==> src/rtl/bcd_gray_arbiter.sv <==
// -----------------------------------------------------------------------------
// bcd_gray_arbiter
//
// Round-robin arbiter in front of a shared BCD-to-Gray converter. In IDLE the
// block picks one active requester, starting the search at ptr and wrapping
// upward. It registers that requester's converted operand and pulses a
// one-cycle ack, then holds the result in OUT until the consumer takes it.
// Operands 10..15 are not BCD digits. They produce gray_out=0 and out_err=1,
// and each one bumps a saturating 8-bit error counter.
//
// Ports
//   clk        : sole clock, all state updates on the rising edge
//   rst        : synchronous active-high reset
//   en         : grant enable; blocks new grants only
//   req        : per-requester request level [NREQ]
//   bcd_in     : packed operands, requester i at [4i+3:4i]
//   ack        : one-cycle acknowledge to the granted requester [NREQ]
//   out_valid  : result valid (high throughout OUT)
//   out_ready  : consumer accepts the result
//   gray_out   : converted Gray code [4]
//   out_id     : requester that owns the result [IDW]
//   out_err    : operand was not a BCD digit
//   err_count  : saturating count of non-BCD conversions [8]
// -----------------------------------------------------------------------------
module bcd_gray_arbiter #(
    parameter int NREQ = 4,
    parameter int IDW  = 2
) (
    input  logic              clk,
    input  logic              rst,
    input  logic              en,
    input  logic [NREQ-1:0]   req,
    input  logic [4*NREQ-1:0] bcd_in,
    output logic [NREQ-1:0]   ack,
    output logic              out_valid,
    input  logic              out_ready,
    output logic [3:0]        gray_out,
    output logic [IDW-1:0]    out_id,
    output logic              out_err,
    output logic [7:0]        err_count
);

    typedef enum logic {
        IDLE = 1'b0,
        OUT  = 1'b1
    } state_t;

    state_t         state;
    state_t         next_state;
    logic [IDW-1:0] ptr;
    logic [IDW-1:0] win;
    logic           found;
    logic           grant;
    logic           take;
    logic [3:0]     operand;
    logic           operand_bad;
    logic [IDW-1:0] ptr_next;
    int             idx;

    // Digits 0..9 map to the plain binary-reflected Gray code. Non-digits
    // map to zero.
    function automatic logic [3:0] bcd_to_gray(input logic [3:0] d);
        return (d > 4'd9) ? 4'd0 : (d ^ (d >> 1));
    endfunction

    function automatic logic [7:0] sat_inc(input logic [7:0] c);
        return (c == 8'hFF) ? c : c + 8'd1;
    endfunction

    // Round-robin search: take the first active request at ptr, ptr+1, ...,
    // wrapping modulo NREQ. This works when NREQ is not a power of two.
    always_comb begin
        win   = '0;
        found = 1'b0;
        idx   = 0;
        for (int k = 0; k < NREQ; k++) begin
            idx = int'(ptr) + k;
            if (idx >= NREQ) idx = idx - NREQ;
            if (!found && req[IDW'(idx)]) begin
                found = 1'b1;
                win   = IDW'(idx);
            end
        end
    end

    assign operand     = bcd_in[{win, 2'b00} +: 4];
    assign operand_bad = (operand > 4'd9);
    assign ptr_next    = (out_id == IDW'(NREQ - 1)) ? '0 : out_id + IDW'(1);

    // Next-state logic. OUT never arbitrates, so req and en are ignored
    // there. Because out_valid is high throughout OUT, the handshake is just
    // out_ready seen in OUT.
    always_comb begin
        next_state = state;
        grant      = 1'b0;
        take       = 1'b0;
        case (state)
            IDLE: begin
                if (en && found) begin
                    grant      = 1'b1;
                    next_state = OUT;
                end
            end
            OUT: begin
                if (out_ready) begin
                    take       = 1'b1;
                    next_state = IDLE;
                end
            end
            default: next_state = IDLE;
        endcase
    end

    always_ff @(posedge clk) begin
        if (rst) state <= IDLE;
        else     state <= next_state;
    end

    // Results, ack and out_valid are all registered, so they appear together
    // in the first OUT cycle. A reset taken in OUT drops the pending result.
    always_ff @(posedge clk) begin
        if (rst) begin
            ptr       <= '0;
            ack       <= '0;
            out_valid <= 1'b0;
            gray_out  <= 4'd0;
            out_id    <= '0;
            out_err   <= 1'b0;
            err_count <= 8'd0;
        end else begin
            ack <= '0;
            if (grant) begin
                ack[win]  <= 1'b1;
                out_valid <= 1'b1;
                gray_out  <= bcd_to_gray(operand);
                out_id    <= win;
                out_err   <= operand_bad;
                if (operand_bad) err_count <= sat_inc(err_count);
            end else if (take) begin
                out_valid <= 1'b0;
                ptr       <= ptr_next;
            end
        end
    end

endmodule
==> config.mk <==
export PLATFORM = sky130hd
export DESIGN_NAME = bcd_gray_arbiter
export DESIGN_NICKNAME = d
export VERILOG_FILES = /design/src/rtl/bcd_gray_arbiter.sv
export SDC_FILE = /design/constraint.sdc
export NUM_CORES = 1
export LEC_CHECK = 0
export ABC_CLOCK_PERIOD_IN_PS = 5800
export BUFFER_PORTS_ARGS = -buffer_cell sky130_fd_sc_hd__buf_2
export CAP_MARGIN = 10
export CORE_UTILIZATION = 54
export CTS_BUF_LIST = sky130_fd_sc_hd__clkbuf_8
export CTS_CLUSTER_DIAMETER = 200
export CTS_CLUSTER_SIZE = 10
export DETAILED_ROUTE_END_ITERATION = 12
export PLACE_DENSITY = 0.95
export SLEW_MARGIN = 0
export SYNTH_ARGS = -nofsm -noshare
export SYNTH_HDL_FRONTEND = slang
export SYNTH_SLANG_ARGS = --single-unit
==> constraint.sdc <==
create_clock -name clk -period 5.8 [get_ports clk]
set_input_delay 0.87 -clock clk [delete_from_list [all_inputs] [get_ports clk]]
set_output_delay 0.87 -clock clk [all_outputs]
set_load 0.02 [all_outputs]
==> results of run 1 <==
-- layout make-up --
class	instances	area share (%)
multi-input cells	93	47.3
well taps	27	2.28
flip-flops and latches	23	31.0
repair buffers	43	14.5
clock buffers	3	2.78
inverters	7	1.77
clock inverters	1	0.337
-- cell usage after synthesis, types with 2 or more instances --
cell,instances
a21oi_1,7
a221oi_1,2
a22oi_1,2
and3_1,3
clkbuf_1,3
dfxtp_1,23
ha_1,6
inv_1,7
mux2i_1,13
nand2_1,5
nand2b_1,4
nand3_1,3
nand4_1,2
nor2_1,18
nor2b_1,2
nor3_1,2
xnor2_1,3
xor2_1,4
-- per-layer routing --
metal | track usage (%) | share of wire (%) | vias to the layer above
li1 | - | - | 529
met5 | 0 | 0 | -
met2 | 40.6 | 51 | 25
met3 | 3.12 | 4.3 | 2
met1 | 24.8 | 44 | 511
met4 | 6.86 | 0.68 | 0
-- worst min path at each step --
stage                           start     endpoint  slack, ns
after floorplan                 state        state       0.50
after global placement      out_valid    out_valid       0.46
after detailed placement    out_valid    out_valid       0.46
after CTS                     out_err      out_err       0.50
after global routing        out_valid    out_valid       0.53
final                     gray_out[0]  gray_out[0]       0.50
-- through the flow --
step	total power (W)	instances	instance area, um2	utilization (%)
final	0.000354	197	1480	73.4
after detailed placement	0.000259	193	1440	71.1
after floorplan	0.000235	127	1210	-
after global routing	0.000372	197	1480	73.4
after global placement	0.000255	193	1440	71.1
after CTS	0.000354	197	1480	73.4
-- cell families (layout without fill, tap and decap cells) --
| logic type | count (synthesis) | count (layout) |
|---|---|---|
| fa+ha+maj | 6 | 6 |
| compound gates | 20 | 20 |
| buf+inv | 11 | 54 |
| xor+xnor | 7 | 7 |
| flops | 23 | 23 |
| mux | 15 | 15 |
| simple gates | 45 | 45 |
-- worst max-delay path, cell delays in order --
cell	delay, ns
buf_2	0.10
inv_1	0.11
o22ai_1	0.15
a211oi_4	0.55
mux2_2	0.44
ha_1	0.21
nor2b_1	0.12
o21ai_1	0.14
a311oi_4	0.42
and4_4	0.30
nand3_1	0.09
xor2_1	0.15
nor2_1	0.06
-- sequential cells by signal (all words and copies together), names as in the netlist --
| register | count |
|---|---|
| err_count | 8 |
| ack | 4 |
| out_err | 1 |
| ptr | 2 |
| state | 1 |
| gray_out | 4 |
| out_id | 2 |
| out_valid | 1 |
-- power breakdown --
group / internal [W] / switching, W
Clock: 0.0000479 / 0.0000502
Combinational: 0.0000366 / 0.0000477
Sequential: 0.000166 / 0.00000564
==> summary.txt, run 1 <==
1st-pass router iterations: 4
hold path depth: 2
routed wire length: 2510 um
critical path endpoint: err_count[5]
post-synthesis net count: 157
worst rel slew slack: 63.3%
Min Hold Slack: 0.503 ns
Yosys cell types: 36
Max clock buf depth: 2
endpoint class of the critical path: flop
ys flop type: dfxtp_1
Crit Path Category: in2reg
r2r startpoint: ptr[0]
number of port buffers: 43
setup TNS: 0 ns
setup ws final: 2.24 ns
Fin. Hold Viols: 0
vias in the first global route: 990
Synth warnings: 0
worst setup path start: req[2]
routed length per instance: 12.7 um
Adder-Cell Fraction of Synth Area: 6.22%
crit path DAT: 3.70 ns
Starting Density: 59.7%
Seq. cell area: 460 um2
Setup Buffers After CTS: 0
fraction of final layout cells with drive strength greater than 1: 32.4%
Multi-input gate area: 702 um2
dpl hpwl: 1870 um
clk_skew: 0.00160 ns
largest net degree at the start of global routing: 23
sequential share of the synthesized area: 38.1%
Seq cells post-synth: 23
clock sinks: 23
core area: 2020 um2
Worst Tran Pin Value: 0.548 ns
Post-CTS Hold Buffers: 0
FILL cells: 154
Place WS: 1.97 ns
number of inserted diodes: 0
CTS tree: done
initial antenna violation count: 0
Rows: 16
status: complete, no violations
clk slew on worst S/H paths: 0.08 ns
Post-Synth Simple-Gate Area: 18.9%
die width: 49.3 um
Ports: 44
xor/xnor cell area share of the yosys netlist: 5.08%
count of pins over their slew limit: 0
area leader, netlist: dfxtp_1
Crit Reg-Reg Endpoint: err_count[5]
MaxCap Viol Count: 0
main combinational cell family by area after synthesis: simple AND/OR/NAND/NOR gates
post_cts resized: 0
H-tree depth: 1
r2r setup slk: 2.56 ns
via count: 1067
synthesized area: 1210 um2
Clk Latency, worst-skew pair: 0.26 ns
VDD IR max: 0.236 mV
area grow syn2layout: 22.9%
die height: 49.3 um
DRC errors left: 0
most common cell after layout, fill and taps aside: buf_2
final worst path period need: 3.56 ns
total track usage: 21.7%
fmax: 281 MHz
post-synthesis mux area share: 13.0%
cells after synthesis: 127
Final Cycle Share: 61.4%
EDFF count, synth: 0
grt ovf: 0
Worst setup SP type: input pin
vias per cell: 5.42
worst path required time: 5.94 ns
Clock Tree Root: clkbuf_8
hold crit path type: reg2reg
die area: 2430 um2
Post-synth ARST share: 0%
Setup Viol. Count Final: 0
Post-DRT Antenna Nets: 0
syn_area_per_cell: 9.51 um2
leakage power: 0.725 nW
Initial DRC Count: 28
top cell type's share of synthesized area: 38.1%
top cells by area, synth: dfxtp_1, mux2i_1, ha_1, nor2_1, a21oi_1
Nets: 201
power per cell area: 239 nW/um2
crit path max fanout: 10
complex-gate fraction of the synthesized area: 15.0%
first-pass GRT wire length: 4130 um
RePlAce Congestion: 0.799
most frequent cells in the layout: buf_2, dfxtp_1, nor2_1
Inserted Clock Buffers: 3
FF-to-FF path depth: 12
RSZ-0062 raised after global routing: no
(Power assumes the default switching activity.)
==> run 2, diff against run 1 <==
--- a/config.mk
+++ b/config.mk
@@ -5,15 +5,15 @@
 export SDC_FILE = /design/constraint.sdc
 export NUM_CORES = 1
 export LEC_CHECK = 0
-export ABC_CLOCK_PERIOD_IN_PS = 5800
+export ABC_CLOCK_PERIOD_IN_PS = 3400
 export BUFFER_PORTS_ARGS = -buffer_cell sky130_fd_sc_hd__buf_2
 export CAP_MARGIN = 10
-export CORE_UTILIZATION = 54
+export CORE_UTILIZATION = 50
 export CTS_BUF_LIST = sky130_fd_sc_hd__clkbuf_8
 export CTS_CLUSTER_DIAMETER = 200
 export CTS_CLUSTER_SIZE = 10
 export DETAILED_ROUTE_END_ITERATION = 12
-export PLACE_DENSITY = 0.95
+export PLACE_DENSITY = 0.9
 export SLEW_MARGIN = 0
 export SYNTH_ARGS = -nofsm -noshare
 export SYNTH_HDL_FRONTEND = slang
==> constraint.sdc (replaced) <==
create_clock -name clk -period 3.4 [get_ports clk]
set_input_delay 0.51 -clock clk [delete_from_list [all_inputs] [get_ports clk]]
set_output_delay 0.51 -clock clk [all_outputs]
set_load 0.02 [all_outputs]
==> run 2 against run 1 <==
Net effect: first-iteration DRC count shrank 79%; hold slack worse by 0.014 ns; register-to-register slack worse by 2.3 ns; largest cell class unchanged; highest routed layer unchanged.
==> summary.txt, run 2 (synthesis results as in run 1) <==
status: complete, no violations
total track usage: 21.1% (-0.61 points)
largest net degree at the start of global routing: 23 (unchanged)
routed wire length: 2550 um (+1.6%)
max FFs per register: 8 (unchanged)
initial antenna violation count: 0 (unchanged)
Starting Density: 53.6% (-6.2 points)
dpl hpwl: 2000 um (+6.7%)
Rows: 17 (+1)
Crit Path Category: reg2reg
Min Hold Slack: 0.490 ns (-0.0135 ns)
die height: 51.1 um (+3.8%)
count of pins over their slew limit: 0 (unchanged)
final worst path period need: 3.10 ns
RePlAce Congestion: 0.741 (-7.4%)
crit path DAT: 3.24 ns (-0.46 ns)
power per cell area: 404 nW/um2 (+69%)
Clock Tree Root: clkbuf_8
most frequent cells in the layout: buf_2, dfxtp_1, nor2_1
FF-to-FF path depth: 12 (unchanged)
grt ovf: 0 (unchanged)
hold crit path type: reg2reg
largest reg by FF count: err_count
hold worst-path end: out_valid
worst rel slew slack: 64.0% (+0.66 points)
hold path depth: 2 (unchanged)
r2r startpoint: ptr[0]
Ports: 44 (unchanged)
CTS tree: done
vias per cell: 5.27 (-2.7%)
via count: 1059 (-0.75%)
DRC errors left: 0 (unchanged)
vias in the first global route: 1001 (+1.1%)
Nets: 204 (+1.5%)
crit path max fanout: 10 (unchanged)
Post-CTS Hold Buffers: 0 (unchanged)
H-tree depth: 1 (unchanged)
Max clock buf depth: 2 (unchanged)
clk_skew: 0.00251 ns (+0.000914 ns)
MaxCap Viol Count: 0 (unchanged)
first-pass GRT wire length: 4160 um (+0.65%)
1st-pass router iterations: 4 (unchanged)
area grow syn2layout: 24.9%
core area: 2250 um2 (+12%)
endpoint class of the critical path: flop
Setup Viol. Count Final: 0 (unchanged)
die area: 2620 um2 (+7.7%)
clk slew on worst S/H paths: 0.08 ns (about the same)
die width: 51.1 um (+3.8%)
fmax: 322 MHz
Worst setup SP type: flop
Largest regs: err_count x8, ack x4, gray_out x4
Fin. Hold Viols: 0 (unchanged)
Setup Buffers After CTS: 0 (unchanged)
Hold Startpoint: out_valid
Crit Reg-Reg Endpoint: err_count[7]
Final Cycle Share: 91.2%
Post-Layout Cell Count: 201 (+2.0%)
routed length per instance: 12.7 um (-0.39%)
fraction of final layout cells with drive strength greater than 1: 33.5% (+1.2 points)
number of port buffers: 43 (unchanged)
Worst Tran Pin Value: 0.538 ns (-0.00989 ns)
placed instance count: 197 (+2.1%)
Post-DRT Antenna Nets: 0 (unchanged)
number of inserted diodes: 0 (unchanged)
setup TNS: 0 ns (unchanged)
r2r setup slk: 0.30 ns (-2.26 ns)
Initial DRC Count: 6 (-79%)
Inserted Clock Buffers: 3 (unchanged)
VDD IR max: 0.269 mV (+14%)
RSZ-0062 raised after global routing: no
Clk Latency, worst-skew pair: 0.26 ns (about the same)
worst path required time: 3.54 ns (-2.40 ns)
clock sinks: 23 (unchanged)
leakage power: 0.740 nW (+2.1%)
most common cell after layout, fill and taps aside: buf_2
post_cts resized: 0 (unchanged)
## run 2: cell types whose count changed in the layout (fill, tap and decap cells not counted), sizes merged
| cell | previous run | this run |
|---|---|---|
| buf | 43 | 46 |
## run 2: worst max-delay path by stage
stage	slack [ns]	to	from
after floorplan	0.33	err_count[7]	req[2]
after global placement	0.24	err_count[7]	req[2]
after detailed placement	0.09	err_count[7]	req[2]
after CTS	0.29	err_count[7]	ptr[0]
after global routing	0.05	err_count[7]	ptr[0]
final	0.30	err_count[7]	ptr[0]
## run 2: area by class of cell
class	instances	area [um2]
repair buffers	46	238
well taps	28	35.0
multi-input cells	93	702
clock inverters	1	5.00
flip-flops and latches	23	460
fillers	203	747
inverters	7	26.3
clock buffers	3	41.3
## run 2: routing by layer
layer | part of all wire (%) | vias up | global-route usage (%) | routed length [um]
li1 | - | 537 | - | -
met2 | 52 | 28 | 40.4 | 1320
met5 | 0 | - | 0 | 0
met4 | 0.98 | 0 | 8.80 | 25
met1 | 44 | 490 | 22.5 | 1110
met3 | 3.5 | 4 | 3.27 | 89
## run 2: metrics by stage
step,utilization (%),cell area (um2),setup WS (ns),total power [W]
CTS,66.9,1510,0.293,0.000613
global placement,64.8,1460,0.238,0.000443
floorplan,-,1210,0.334,0.000401
finish,66.9,1510,0.299,0.000609
detailed placement,64.8,1460,0.0910,0.000449
global route,66.9,1510,0.0542,0.000638
## run 2: power by group
| part | internal [W] | leakage [nW] | switching (W) | total [W] |
|---|---|---|---|---|
| Combinational | 0.0000683 | 0.527 | 0.0000818 | 0.000150 |
| Clock | 0.0000815 | 0.0255 | 0.0000842 | 0.000166 |
| Sequential | 0.000283 | 0.187 | 0.0000103 | 0.000293 |
| Total | 0.000433 | 0.740 | 0.000176 | 0.000609 |
## run 2: worst max-delay path, cell delays in order (launching register included)
cell      delay [ns]
dfxtp_1         0.40
nand2b_1        0.15
a21oi_1         0.12
a211oi_4        0.51
mux2_2          0.44
ha_1            0.22
nor2b_1         0.13
o21ai_1         0.13
a311oi_4        0.30
and4_4          0.28
nand3_1         0.10
xor2_1          0.16
nor2_1          0.05
==> run 3, diff against run 2 <==
--- a/config.mk
+++ b/config.mk
@@ -8,12 +8,12 @@
 export ABC_CLOCK_PERIOD_IN_PS = 3400
 export BUFFER_PORTS_ARGS = -buffer_cell sky130_fd_sc_hd__buf_2
 export CAP_MARGIN = 10
-export CORE_UTILIZATION = 50
+export CORE_UTILIZATION = 31
 export CTS_BUF_LIST = sky130_fd_sc_hd__clkbuf_8
 export CTS_CLUSTER_DIAMETER = 200
 export CTS_CLUSTER_SIZE = 10
 export DETAILED_ROUTE_END_ITERATION = 12
-export PLACE_DENSITY = 0.9
+export PLACE_DENSITY = 0.63
 export SLEW_MARGIN = 0
 export SYNTH_ARGS = -nofsm -noshare
 export SYNTH_HDL_FRONTEND = slang
==> run 3 against run 2 <==
Net effect: core utilization shrank 25 points; clock power about the same; hold slack worse by 0.013 ns; combinational power barely moved; cell count is 10% higher; critical path depth grew 1; maximum frequency up 5.7%; sequential cell count did not move; sequential share of layout area fell by 0.64 points; power grew 0.37%; register-to-register slack better by 0.17 ns; worst setup slack gained 0.17 ns.
==> summary.txt, run 3 (synthesis results as in run 1) <==
Hold Startpoint: out_valid
Cell Chain, Critical Path: a21o_1 -> a21oi_1 -> o22a_1 -> mux2i_1 -> mux2_2 -> ha_1 -> nor2b_1 -> o21ai_1 -> a311oi_4 -> and4_4 -> nand3_1 -> xor2_1 -> nor2_1
Rows: 22 (+5)
Max clock buf depth: 2 (unchanged)
via count: 1035 (-2.3%)
Nets: 205 (+0.49%)
endpoint class of the critical path: flop
Post-Layout Cell Count: 222 (+10%)
total track usage: 13.3% (-7.8 points)
Post-DRT Antenna Nets: 0 (unchanged)
routed length per instance: 11.5 um (-9.4%)
crit path max fanout: 7 (-3)
largest net degree at the start of global routing: 23 (unchanged)
die area: 4150 um2 (+59%)
placed instance count: 218 (+11%)
Setup Buffers After CTS: 0 (unchanged)
VDD IR max: 0.304 mV (+13%)
Initial DRC Count: 61 (+55)
clk_skew: 0.000957 ns (-0.00156 ns)
Crit Reg-Reg Endpoint: err_count[7]
most common cell after layout, fill and taps aside: buf_2
worst path required time: 3.54 ns (about the same)
Worst setup SP type: flop
hold path depth: 2 (unchanged)
vias per cell: 4.66 (-12%)
leakage power: 0.745 nW (+0.68%)
initial antenna violation count: 0 (unchanged)
fmax: 341 MHz (+5.7%)
most frequent cells in the layout: buf_2, dfxtp_1, nor2_1
hold worst-path end: out_valid
Clock Tree Root: clkbuf_8
core area: 3690 um2 (+64%)
final worst path period need: 2.94 ns (-0.166 ns)
CTS tree: done
CP top delay family: compound AO/OA/AOI/OAI gates
fraction of final layout cells with drive strength greater than 1: 33.9% (+0.38 points)
dpl hpwl: 1940 um (-2.8%)
vias in the first global route: 979 (-2.2%)
slowest cell delay on critical path: 0.39 ns (-0.12 ns)
grt ovf: 0 (unchanged)
first-pass GRT wire length: 4330 um (+4.2%)
number of port buffers: 43 (unchanged)
H-tree depth: 1 (unchanged)
RePlAce Congestion: 0.769 (+3.8%)
Crit Path Category: reg2reg
RSZ-0062 raised after global routing: no
crit path DAT: 3.08 ns (-0.16 ns)
Post-CTS Hold Buffers: 0 (unchanged)
largest reg by FF count: err_count
Largest regs: err_count x8, ack x4, gray_out x4
clk slew on worst S/H paths: 0.08 ns (about the same)
Clk Latency, worst-skew pair: 0.26 ns (about the same)
count of pins over their slew limit: 0 (unchanged)
routed wire length: 2550 um (+0.12%)
worst rel slew slack: 71.7% (+7.7 points)
setup TNS: 0 ns (unchanged)
Starting Density: 32.7% (-21 points)
Buf/Inv on CP: 0 (unchanged)
CP max-delay cell: dfxtp_1
Tot Pwr: 0.000611 W (+0.37%)
Inserted Clock Buffers: 3 (unchanged)
Worst Tran Pin Value: 0.424 ns (-0.114 ns)
max FFs per register: 8 (unchanged)
power per cell area: 397 nW/um2 (-1.7%)
r2r setup slk: 0.46 ns (+0.17 ns)
die width: 64.4 um (+26%)
1st-pass router iterations: 3 (-1)
number of inserted diodes: 0 (unchanged)
Min Hold Slack: 0.477 ns (-0.0130 ns)
r2r startpoint: ptr[1]
Final Cycle Share: 86.3% (-4.9 points)
area grow syn2layout: 27.6%
DRC errors left: 0 (unchanged)
Setup Viol. Count Final: 0 (unchanged)
post_cts resized: 0 (unchanged)
FF-to-FF path depth: 13 (+1)
Ports: 44 (unchanged)
hold crit path type: reg2reg
MaxCap Viol Count: 0 (unchanged)
die height: 64.4 um (+26%)
clock sinks: 23 (unchanged)
Fin. Hold Viols: 0 (unchanged)
status: complete, no violations
run 3: cell types whose count changed in the layout (fill, tap and decap cells not counted), sizes merged:
cell and delta:
buf +1
run 3: cell type report:
| type | instances | area [um2] |
|---|---|---|
| inverter | 7 | 26.3 |
| tap | 48 | 60.1 |
| fill | 387 | 2150 |
| timing repair buffer | 47 | 245 |
| sequential | 23 | 460 |
| clock inverter | 1 | 5.00 |
| multi-input combinational | 93 | 702 |
| clock buffer | 3 | 41.3 |
run 3: report_power, final:
| part | internal [W] | switching (W) | total (W) | leakage, nW |
|---|---|---|---|---|
| Combinational | 0.0000692 | 0.0000808 | 0.000150 | 0.532 |
| Sequential | 0.000283 | 0.00000979 | 0.000293 | 0.187 |
| Clock | 0.0000818 | 0.0000869 | 0.000169 | 0.0255 |
run 3: how the worst max path moves through the flow:
stage,start,end,cells after the start
final,ptr[1],err_count[7],13
after global routing,ptr[1],err_count[7],13
after CTS,ptr[1],err_count[7],13
after detailed placement,req[0],err_count[5],14
after global placement,req[1],err_count[5],15
after floorplan,req[2],err_count[7],12
run 3: through the flow:
stage               setup WS (ns)  utilization, %  instance area [um2]
floorplan                   0.334               -                 1210
global placement            0.254            40.5                 1490
detailed placement          0.213            40.5                 1490
CTS                         0.434            41.8                 1540
global route                0.222            41.8                 1540
finish                      0.465            41.8                 1540
run 3: worst min-delay path, stage by stage, from the launching register on:
cell	delay (ns)
dfxtp_1	0.31
inv_1	0.05
a221oi_1	0.06
run 3: metal layers:
layer | GRT usage [%] | up-vias | wire [um]
met3 | 4.40 | 4 | 157
met2 | 21.7 | 29 | 1140
met5 | 0 | - | 0
met1 | 16.8 | 465 | 1230
met4 | 3.33 | 0 | 16
li1 | - | 537 | -
